[src/rtl/kl10_cram_pkg.sv]
// Shared CRAM geometry and the loader state encoding used by the CRAM front-end loader.
package kl10_cram_pkg;

   localparam int CRAM_ADDR_W  = 12;
   localparam int CRAM_WORD_W  = 84;
   localparam int CRAM_CHUNK_W = 12;
   localparam int CRAM_NCHUNK  = 7;

   typedef enum logic [2:0] {
      ST_IDLE,
      ST_WR,
      ST_RADR,
      ST_RWAIT,
      ST_DONE
   } crm_ld_state_t;

endpackage

[src/rtl/crm_loader_if.sv]
// Diag-side and RAM-side signals of the CRAM loader. The slave modport is the loader's own view;
// the master modport is the environment (front end, CPU and the RAM itself).
interface crm_loader_if;
   import kl10_cram_pkg::*;

   logic                    CPU_RUN;
   logic [CRAM_ADDR_W-1:0]  CPU_CRADR;
   logic                    CPU_GRANT;
   logic                    LD_ADR_WE;
   logic                    LD_CHUNK_WE;
   logic [2:0]              LD_SEL;
   logic [CRAM_CHUNK_W-1:0] LD_DATA;
   logic                    LD_AUTOINC;
   logic                    LD_WRITE;
   logic                    LD_READ;
   logic [CRAM_ADDR_W-1:0]  LD_ADR;
   logic [0:CRAM_WORD_W-1]  RB_DATA;
   logic                    LD_BUSY;
   logic                    LD_DONE;
   logic                    LD_ERR;
   logic [CRAM_ADDR_W-1:0]  MEM_ADDR;
   logic [0:CRAM_WORD_W-1]  MEM_DIN;
   logic                    MEM_WE;
   logic [0:CRAM_WORD_W-1]  MEM_DOUT;

   modport slave (
      input  CPU_RUN, CPU_CRADR, LD_ADR_WE, LD_CHUNK_WE, LD_SEL, LD_DATA,
             LD_AUTOINC, LD_WRITE, LD_READ, MEM_DOUT,
      output CPU_GRANT, LD_ADR, RB_DATA, LD_BUSY, LD_DONE, LD_ERR,
             MEM_ADDR, MEM_DIN, MEM_WE
   );

   modport master (
      output CPU_RUN, CPU_CRADR, LD_ADR_WE, LD_CHUNK_WE, LD_SEL, LD_DATA,
             LD_AUTOINC, LD_WRITE, LD_READ, MEM_DOUT,
      input  CPU_GRANT, LD_ADR, RB_DATA, LD_BUSY, LD_DONE, LD_ERR,
             MEM_ADDR, MEM_DIN, MEM_WE
   );

endinterface

[src/rtl/crm_loader.sv]
// CRAM front-end loader: assembles 84-bit microwords from 12-bit diag chunks, writes/reads them
// through the single RAM port, and hands that port to the CPU whenever the loader is idle.
module crm_loader
   import kl10_cram_pkg::*;
#(
   parameter int RD_LAT = 1
) (
   input  logic        clk,
   input  logic        RESET,
   crm_loader_if.slave ld
);

   localparam int CNT_W = (RD_LAT > 1) ? $clog2(RD_LAT) : 1;
   localparam logic [CNT_W-1:0] CNT_LOAD = CNT_W'(RD_LAT - 1);

   crm_ld_state_t           state_q;
   logic [CRAM_ADDR_W-1:0]  adr_q;
   logic [CRAM_CHUNK_W-1:0] stage_q [CRAM_NCHUNK];
   logic [0:CRAM_WORD_W-1]  rb_q;
   logic                    we_q;
   logic                    done_q;
   logic                    err_q;
   logic                    err_pend_q;
   logic [CNT_W-1:0]        cnt_q;

   logic                    idle;
   logic                    accept_wr;
   logic                    accept_rd;
   logic                    reject;
   logic                    done_d;
   logic [0:CRAM_WORD_W-1]  din;

   always_comb begin
      idle      = (state_q == ST_IDLE);
      accept_wr = idle && ld.LD_WRITE && !ld.LD_READ && !ld.CPU_RUN;
      accept_rd = idle && ld.LD_READ && !ld.LD_WRITE && !ld.CPU_RUN;
      reject    = (ld.LD_WRITE || ld.LD_READ) && !accept_wr && !accept_rd;
      done_d    = (state_q == ST_WR) || ((state_q == ST_RWAIT) && (cnt_q == '0));
   end

   always_comb begin
      din = '0;
      for (int k = 0; k < CRAM_NCHUNK; k++) begin
         din[k*CRAM_CHUNK_W +: CRAM_CHUNK_W] = stage_q[k];
      end
   end

   always_ff @(posedge clk or posedge RESET) begin
      if (RESET) begin
         state_q    <= ST_IDLE;
         adr_q      <= '0;
         rb_q       <= '0;
         we_q       <= 1'b0;
         done_q     <= 1'b0;
         err_q      <= 1'b0;
         err_pend_q <= 1'b0;
         cnt_q      <= '0;
         for (int k = 0; k < CRAM_NCHUNK; k++) begin
            stage_q[k] <= '0;
         end
      end else begin
         we_q       <= 1'b0;
         done_q     <= done_d;
         // A rejection landing on the DONE cycle is deferred one cycle so DONE and ERR never overlap.
         err_q      <= (reject && !done_d) || err_pend_q;
         err_pend_q <= reject && done_d;

         case (state_q)
            ST_IDLE: begin
               if (accept_wr) begin
                  state_q <= ST_WR;
                  we_q    <= 1'b1;
               end else if (accept_rd) begin
                  state_q <= ST_RADR;
               end
            end
            ST_WR:   state_q <= ST_DONE;
            ST_RADR: begin
               state_q <= ST_RWAIT;
               cnt_q   <= CNT_LOAD;
            end
            ST_RWAIT: begin
               if (cnt_q == '0) begin
                  rb_q    <= ld.MEM_DOUT;
                  state_q <= ST_DONE;
               end else begin
                  cnt_q <= cnt_q - CNT_W'(1);
               end
            end
            ST_DONE: state_q <= ST_IDLE;
            default: state_q <= ST_IDLE;
         endcase

         // Address and staging are frozen while the RAM is being written.
         if (state_q != ST_WR) begin
            if (ld.LD_ADR_WE) begin
               adr_q <= CRAM_ADDR_W'(ld.LD_DATA);
            end else if ((state_q == ST_DONE) && ld.LD_AUTOINC) begin
               adr_q <= adr_q + CRAM_ADDR_W'(1);
            end
            if (ld.LD_CHUNK_WE && (ld.LD_SEL < 3'(CRAM_NCHUNK))) begin
               stage_q[ld.LD_SEL] <= ld.LD_DATA;
            end
         end
      end
   end

   assign ld.CPU_GRANT = idle;
   assign ld.MEM_ADDR  = idle ? ld.CPU_CRADR : adr_q;
   assign ld.MEM_DIN   = din;
   assign ld.MEM_WE    = we_q;
   assign ld.LD_ADR    = adr_q;
   assign ld.RB_DATA   = rb_q;
   assign ld.LD_BUSY   = !idle;
   assign ld.LD_DONE   = done_q;
   assign ld.LD_ERR    = err_q;

endmodule

[src/flat_wrapper.sv]
// flat-port wrapper written by rule: the top's interface ports become plain ports
module crm_loader_flat import kl10_cram_pkg::*;
#(
   parameter int RD_LAT = 1
)
  (clk, RESET, ld_CPU_RUN, ld_CPU_CRADR, ld_LD_ADR_WE, ld_LD_CHUNK_WE, ld_LD_SEL, ld_LD_DATA, ld_LD_AUTOINC, ld_LD_WRITE, ld_LD_READ, ld_MEM_DOUT, ld_CPU_GRANT, ld_LD_ADR, ld_RB_DATA, ld_LD_BUSY, ld_LD_DONE, ld_LD_ERR, ld_MEM_ADDR, ld_MEM_DIN, ld_MEM_WE);
  crm_loader_if ld_i ();
  input  logic clk;
  input  logic RESET;
  input wire logic [$bits(ld_i.CPU_RUN)-1:0] ld_CPU_RUN;
  input wire logic [$bits(ld_i.CPU_CRADR)-1:0] ld_CPU_CRADR;
  input wire logic [$bits(ld_i.LD_ADR_WE)-1:0] ld_LD_ADR_WE;
  input wire logic [$bits(ld_i.LD_CHUNK_WE)-1:0] ld_LD_CHUNK_WE;
  input wire logic [$bits(ld_i.LD_SEL)-1:0] ld_LD_SEL;
  input wire logic [$bits(ld_i.LD_DATA)-1:0] ld_LD_DATA;
  input wire logic [$bits(ld_i.LD_AUTOINC)-1:0] ld_LD_AUTOINC;
  input wire logic [$bits(ld_i.LD_WRITE)-1:0] ld_LD_WRITE;
  input wire logic [$bits(ld_i.LD_READ)-1:0] ld_LD_READ;
  input wire logic [$bits(ld_i.MEM_DOUT)-1:0] ld_MEM_DOUT;
  output wire logic [$bits(ld_i.CPU_GRANT)-1:0] ld_CPU_GRANT;
  output wire logic [$bits(ld_i.LD_ADR)-1:0] ld_LD_ADR;
  output wire logic [$bits(ld_i.RB_DATA)-1:0] ld_RB_DATA;
  output wire logic [$bits(ld_i.LD_BUSY)-1:0] ld_LD_BUSY;
  output wire logic [$bits(ld_i.LD_DONE)-1:0] ld_LD_DONE;
  output wire logic [$bits(ld_i.LD_ERR)-1:0] ld_LD_ERR;
  output wire logic [$bits(ld_i.MEM_ADDR)-1:0] ld_MEM_ADDR;
  output wire logic [$bits(ld_i.MEM_DIN)-1:0] ld_MEM_DIN;
  output wire logic [$bits(ld_i.MEM_WE)-1:0] ld_MEM_WE;
  assign ld_i.CPU_RUN = ld_CPU_RUN;
  assign ld_i.CPU_CRADR = ld_CPU_CRADR;
  assign ld_i.LD_ADR_WE = ld_LD_ADR_WE;
  assign ld_i.LD_CHUNK_WE = ld_LD_CHUNK_WE;
  assign ld_i.LD_SEL = ld_LD_SEL;
  assign ld_i.LD_DATA = ld_LD_DATA;
  assign ld_i.LD_AUTOINC = ld_LD_AUTOINC;
  assign ld_i.LD_WRITE = ld_LD_WRITE;
  assign ld_i.LD_READ = ld_LD_READ;
  assign ld_i.MEM_DOUT = ld_MEM_DOUT;
  assign ld_CPU_GRANT = ld_i.CPU_GRANT;
  assign ld_LD_ADR = ld_i.LD_ADR;
  assign ld_RB_DATA = ld_i.RB_DATA;
  assign ld_LD_BUSY = ld_i.LD_BUSY;
  assign ld_LD_DONE = ld_i.LD_DONE;
  assign ld_LD_ERR = ld_i.LD_ERR;
  assign ld_MEM_ADDR = ld_i.MEM_ADDR;
  assign ld_MEM_DIN = ld_i.MEM_DIN;
  assign ld_MEM_WE = ld_i.MEM_WE;
  crm_loader #(.RD_LAT(RD_LAT)) u_core (.clk(clk), .RESET(RESET), .ld(ld_i));
endmodule
[config.mk]
export PLATFORM = sky130hd
export DESIGN_NAME = crm_loader_flat
export DESIGN_NICKNAME = d
export VERILOG_FILES = /design/src/rtl/kl10_cram_pkg.sv /design/src/rtl/crm_loader_if.sv /design/src/rtl/crm_loader.sv /design/src/flat_wrapper.sv
export SDC_FILE = /design/constraint.sdc
export NUM_CORES = 1
export LEC_CHECK = 0
export BUFFER_PORTS_ARGS = -buffer_cell sky130_fd_sc_hd__buf_2
export CORE_MARGIN = 1.5
export CORE_UTILIZATION = 40
export DETAILED_ROUTE_END_ITERATION = 16
export PLACE_DENSITY = 0.69
export SLEW_MARGIN = 20
export SYNTH_ARGS = -nofsm -noshare
export SYNTH_HDL_FRONTEND = slang
export SYNTH_SLANG_ARGS = --single-unit
export TNS_END_PERCENT = 10
[constraint.sdc]
create_clock -name clk -period 13.7 [get_ports clk]
set_input_delay 0 -clock clk [delete_from_list [all_inputs] [get_ports clk]]
set_output_delay 0 -clock clk [all_outputs]
set_load 0.01 [all_outputs]
==> flow_summary.ini, run 1 <==
[worst_setup_path]
worstPathCellList = or3_1 > inv_1 > nand2_1 > nand2_1 > buf_2
cp_max_fo = 15
critPathBufInv = 2
crit_family = simple AND/OR/NAND/NOR gates
slowest_delay_ps = 630
required_ps = 13700
cp_slowest_cell = or3_1
arrival_ps = 2270
endpoint_kind = output pin
startpoint_type = flop
critical_path_cell_count = 5
path_class = reg2out
crit_top_cell = nand2_1
rr_worst_depth = 4

[clock_network]
cts_tree = yes
clkTransAtPathRegs_ps = 80
cts_setup_buffers = 0
insertion_delay_ps = 430
h-tree-depth = 4
cts_root_buffer = clkbuf_16
clock-sinks = 187
clockBufferDepth = 2
numCtsBuffers = 17

[route]
drt_iter0_drc = 186
avgViaCountPerCell = 4.928
remaining_drc_errors = 0
vias = 5766
post_drt_wl_per_cell_um = 18.28
routed_wl_um = 21390
firstDrtPassIters = 4
drtAntennaViolNets = 0

[grt]
grtUsageTotal = 0.2206
first_global_vias = 5974
grt_max_degree = 114
grt_pass1_wl_um = 33280
antenna_found_initial = 0
overflow = 0

[timing]
min_period_ps = 2272
worst_pin_slew_ps = 1102
slew_headroom = 0.2652
fin_setup_tns_ps = 0
finClkSkew_ps = 13.07
finalHoldViolations = 0
fin_crit_sh = 0.1659
rsz0062_at_grt = no
finalSetupViolCount = 0
maxSlewViolCount = 0
fin_hold_ws_ps = 0.7616
max_freq_ghz = 0.4401
worst_slack_ps = 11430

[place]
place.gp.congestion = 0.7767
numPortBuffers = 315
hpwlAfterDp_um = 14480
placed_cells = 1038
pre_cts_slack_ps = 11420

[final_layout]
multi_input_comb_area_um2 = 2705
drive_gt1_frac = 0.5622
final_cells = 1170
antenna-diode-count = 0
area_growth_pct = 44.52
regArea_um2 = 4679
nets = 1048
fillers = 1430

[synthesis]
seq_area_frac_synth = 0.6218
ys_top_cells_by_area = dfrtp_1 (62%), mux2_2 (23%), nand2_1 (2.2%)
synth_nets = 635
synth_top_area_frac = 0.6218
avgSynthCellArea_um2 = 14.61
syn_inst = 515
yosys.area.top_type = dfrtp_1
yosys_warnings = 0
synth_cell_types = 45
synth-seq-cells = 187
syn_area_um2 = 7526

[worst_hold_path]
hold_path_depth = 2
min_path_type = in2reg

[power_and_ir_drop]
totalPowerFinal_mw = 2.330
p_per_area_nw_per_um2 = 214.2
leakagePower_nw = 5.310
max-vdd-ir-drop_uv = 101.0

[floorplanning]
rows = 49
die_y_um = 140.2
coreArea_um2 = 18210
pin_count = 316
design.die.area_um2 = 19650
start_util = 0.4133
dieWidth_um = 140.2

[job]
cap_violations = 0

[outcome]
status = finished clean
[power by group]
| group | total [mW] | internal (mW) | switching (mW) | leakage, nW |
|---|---|---|---|---|
| logic | 0.900 | 0.447 | 0.453 | 2.81 |
| clock network | 0.475 | 0.243 | 0.232 | 0.280 |
| registers | 0.955 | 0.803 | 0.151 | 2.22 |
[cell families after synthesis]
kind of cell / count (synthesis) / share of synthesized area
AO/OA/AOI/OAI: 45 / 0.03957
AND/OR/NAND/NOR: 83 / 0.05819
buffers and inverters: 29 / 0.01978
flip-flops: 187 / 0.6218
multiplexers: 170 / 0.2590
adder cells (fa/ha/maj): 1 / 0.001662
[flip-flops by register name (all words and copies together) (netlist names)]
name,cells
u_core.ld.MEM_WE,1
u_core.ld.LD_ADR,12
u_core.ld.RB_DATA,84
u_core.err_pend_q,1
u_core.ld.LD_DONE,1
u_core.ld.MEM_DIN,84
u_core.ld.LD_ERR,1
u_core.state_q,3
[cell type report]
| class | count | area share |
|---|---|---|
| timing repair buffer | 418 | 0.2390 |
| tap | 229 | 0.02634 |
| sequential | 187 | 0.4302 |
| clock buffer | 17 | 0.03911 |
| inverter | 5 | 0.002416 |
| multi-input combinational | 299 | 0.2487 |
| clock inverter | 15 | 0.01415 |
[cell usage in the layout, fill, tap and decap left out, types with 3 or more instances in the layout]
cell,Yosys,final
nor2_1,10,10
mux2_2,157,157
inv_8,0,5
nand3_1,4,4
o21ai_0,12,12
nor4b_1,3,3
mux2_4,10,10
dlygate4sd3_1,0,100
inv_1,5,4
dfrtp_1,187,187
buf_2,11,315
or3b_4,3,3
a22oi_1,3,3
nand2_1,45,44
buf_4,1,3
inv_6,0,3
a21oi_1,9,9
nor3_1,5,5
clkinv_8,0,3
clkbuf_16,0,17
o2bb2ai_1,4,4
a311oi_1,3,3
[Yosys cell counts]
library cell / number
and3_1: 1
ha_1: 1
mux2i_1: 2
nand3_1: 4
o22ai_1: 2
a21boi_0: 1
a211oi_1: 2
mux2_2: 157
a31oi_1: 1
or3_1: 1
a21oi_1: 9
nand3b_1: 1
nor4_1: 1
buf_2: 11
a22o_1: 1
nor2_1: 10
or2_2: 1
inv_1: 5
a2bb2oi_1: 2
nand2_1: 45
dfrtp_1: 187
o2bb2ai_1: 4
nor4b_1: 3
mux2_4: 10
or3_4: 2
buf_4: 1
nand3_2: 1
mux2_1: 1
o311ai_0: 1
o21a_1: 1
nor3b_1: 1
a311oi_1: 3
buf_1: 1
o311a_1: 1
o21ai_0: 12
a21o_1: 1
nor3_1: 5
nor3b_2: 2
a22oi_1: 3
and4_1: 1
nand3b_4: 1
clkbuf_1: 8
buf_6: 3
o21bai_1: 1
or3b_4: 3
[stage by stage]
step | util | area [um2]
finish | 0.5973 | 10880
global route | 0.5973 | 10880
CTS | 0.5973 | 10880
detailed placement | 0.5105 | 9296
global placement | 0.5105 | 9296
floorplan | - | 7526
[worst register-to-register path, cell delays in order, from the launching register on]
cell and delay (ps):
dfrtp_1 440, or3b_4 310, nand3b_4 110, nor3b_2 830, mux2_2 420
[path summary, 6_finish.rpt]
| kind | start | end | slack, ps |
|---|---|---|---|
| max | u_core.state_q[1] | ld_MEM_ADDR[2] | 11430 |
| min | ld_LD_DATA[2] | u_core.ld.MEM_DIN[81] | 0.8 |
| max reg2reg | u_core.state_q[0] | u_core.ld.MEM_DIN[32] | 11470 |
| min reg2reg | u_core.err_pend_q | u_core.ld.LD_ERR | 430 |
| max in group asynchronous | RESET | u_core.ld.LD_ADR[8] | 11950 |
| min in group asynchronous | RESET | u_core.ld.RB_DATA[50] | 250 |
[what timing repair did]
action	CTS	global route
endpoints found under the setup margin	0	0
hold buffers	100	0
hold endpoints to repair	271	0
gates resized for setup	0	0
[metal layers]
metal  GRT usage  vias to the layer above  wire length (um)
li1            -                     2661                 -
met1      0.2614                     2857              8784
met2      0.3887                      210             10850
met3     0.05504                       38              1280
met4     0.07922                        0               475
met5           0                        -                 0
No activity file was read; power rests on OpenSTA's default activity.
==> run 2: changes to the inputs <==
Settings changed: ABC_AREA set to 1, PLACE_DENSITY 0.69 to 0.68.
Clock period 13.7 ns to 2.25 ns, I/O delays scaled along.
==> run 2 against run 1 <==
  * Sequential share of layout area fell by 0.96 points
  * Via count is 10% higher
  * Total power rose to 6.4 times the previous value
  * Core utilization decreased by 2.6 points
  * Clock power increased to 6.3 times the previous value
  * Sequential cell count is the same
  * Final cell count grew 16%
  * Synthesized cell count grew 30%
  * Global-route usage decreased by 0.72 points
  * Register-to-register slack got worse by 11000 ps
  * Setup slack lost 11000 ps
  * Clock-buffer cell count up 1
==> flow_summary.ini, run 2 <==
[outcome]
status = finished clean

[route]
post_drt_wl_per_cell_um = 16.78
drtAntennaViolNets = 0
vias = 6368
routed_wl_um = 22720
remaining_drc_errors = 0
firstDrtPassIters = 5
drt_iter0_drc = 344
avgViaCountPerCell = 4.703

[synthesis]
yosys_warnings = 0
seq_area_frac_synth = 0.5893
avgSynthCellArea_um2 = 11.83
synth-seq-cells = 187
synth_cell_types = 31
ys_async_sr_fraction = 1.000
synth_enable_flop_cells = 0
syn_inst = 671
synth_top_area_frac = 0.5893
yosys.area.top_type = dfrtp_1
ys_top_cells_by_area = dfrtp_1 (59%), mux2_4 (11%), nand2_1 (7.8%)
synth_nets = 791
syn_area_um2 = 7940
synth.most_common_cell = dfrtp_1
synth_flop_cell = dfrtp_1
synth_commonest_cells = dfrtp_1 (187), nand2_1 (165), o21ai_1 (70)

[power_and_ir_drop]
leakagePower_nw = 5.924
p_per_area_nw_per_um2 = 1333
totalPowerFinal_mw = 14.83
max-vdd-ir-drop_uv = 681.6

[worst_setup_path]
path_class = reg2out
arrival_ps = 1860
critPathBufInv = 2
slowest_delay_ps = 440
startpoint_type = flop
crit_top_cell = nand2_1
crit_family = buffers and inverters
endpoint_kind = output pin
reg2reg_slack_ps = 570
required_ps = 2250
worstPathCellList = nor2_1 > nand2_1 > inv_1 > nand2_1 > o21ai_0 > buf_2
cp_max_fo = 21
cp_slowest_cell = dfrtp_1

[final_layout]
fillers = 1641
area_growth_pct = 40.12
mostFrequentLayoutCells = buf_2 (315), dfrtp_1 (187), nand2_1 (165), dlygate4sd3_1 (91), o21ai_1 (70)
layout_commonest_cell = buf_2
drive_gt1_frac = 0.4338
nets = 1195

[timing]
worst_pin_slew_ps = 637.1
finalHoldViolations = 0
max_freq_ghz = 0.5382
fin_setup_tns_ps = 0
min_period_ps = 1858
maxSlewViolCount = 0
fin_crit_sh = 0.8258
finClkSkew_ps = 14.32
finalSetupViolCount = 0
worst_slack_ps = 391.9
slew_headroom = 0.5753
rsz0062_at_grt = no

[place]
pre_cts_slack_ps = 592.0
numPortBuffers = 315
hpwlAfterDp_um = 14940
place.gp.congestion = 0.8275

[clock_network]
numCtsBuffers = 17
h-tree-depth = 4
clockBufferDepth = 2
cts_resized = 0
cts_setup_buffers = 0
insertion_delay_ps = 430
clkTransAtPathRegs_ps = 70
cts_tree = yes
cts_hold_buf = 91
clock-sinks = 187
cts_root_buffer = clkbuf_16

[grt]
first_global_vias = 6193
grtUsageTotal = 0.2133
overflow = 0
antenna_found_initial = 1
grt_max_degree = 114
grt_pass1_wl_um = 33470

[floorplanning]
dieWidth_um = 143.9
die_y_um = 143.9
design.die.area_um2 = 20700
coreArea_um2 = 19460
rows = 51
start_util = 0.4080
pin_count = 316

[worst_hold_path]
min_path_type = in2reg

[job]
cap_violations = 0
run 2: logic make-up (layout without fill, tap and decap cells):
family                   after synthesis  after routing  synth area share
flip-flops                           187            187            0.5893
adder cells (fa/ha/maj)                1              1          0.001576
AO/OA/AOI/OAI                        109            109           0.07690
XOR/XNOR                               1              1          0.001103
other                                  0              1                 0
buffers and inverters                 66            483           0.06114
AND/OR/NAND/NOR                      223            223            0.1224
multiplexers                          84             84            0.1475
run 2: metrics by stage:
step | area, um2 | hold slack, ps | instances | util
global placement | 9629 | 189.2 | 1230 | 0.4948
global route | 11130 | 38.39 | 1354 | 0.5716
floorplan | 7944 | 119.4 | 671 | -
CTS | 11120 | 20.57 | 1353 | 0.5715
finish | 11130 | 30.75 | 1354 | 0.5716
detailed placement | 9629 | 187.8 | 1230 | 0.4948
run 2: final timing paths:
kind                                               to  cells after the start               from
max in group asynchronous       u_core.ld.MEM_DIN[34]                      4              RESET
min in group asynchronous       u_core.ld.RB_DATA[24]                      4              RESET
worst min-delay path              u_core.ld.LD_ADR[6]                      4       ld_LD_ADR_WE
worst min register to register       u_core.ld.LD_ERR                      1  u_core.err_pend_q
worst max register to register  u_core.ld.RB_DATA[83]                      5  u_core.state_q[0]
worst max-delay path                   ld_MEM_ADDR[6]                      6  u_core.state_q[1]
run 2: layout make-up:
cell class	count	area [um2]	area share
flip-flops and latches	187	4679	0.4206
multi-input cells	418	2775	0.2494
repair buffers	414	2610	0.2346
clock buffers	18	429.2	0.03857
well taps	265	331.6	0.02980
clock inverters	14	153.9	0.01383
inverters	37	143.9	0.01293
diodes	1	2.502	0.0002249
run 2: metal layers:
layer,global-route usage,part of all wire
met5,0,0
met4,0.09023,0.028
met3,0.04099,0.053
met2,0.3674,0.51
met1,0.2605,0.41
run 2: worst reg2reg max path, delay by kind of cell, from the launching register on:
kind,cells,cell delay (ps)
muxes,1,330
DFF,1,420
buffers and inverters,2,400
and+or+nand+nor,2,410
run 2: power by group:
| part | switching [mW] | internal, mW | total, mW |
|---|---|---|---|
| Sequential | 0.953 | 4.84 | 5.80 |
| Clock | 1.43 | 1.58 | 3.01 |
| Combinational | 3.05 | 2.98 | 6.03 |
| Total | 5.43 | 9.40 | 14.8 |
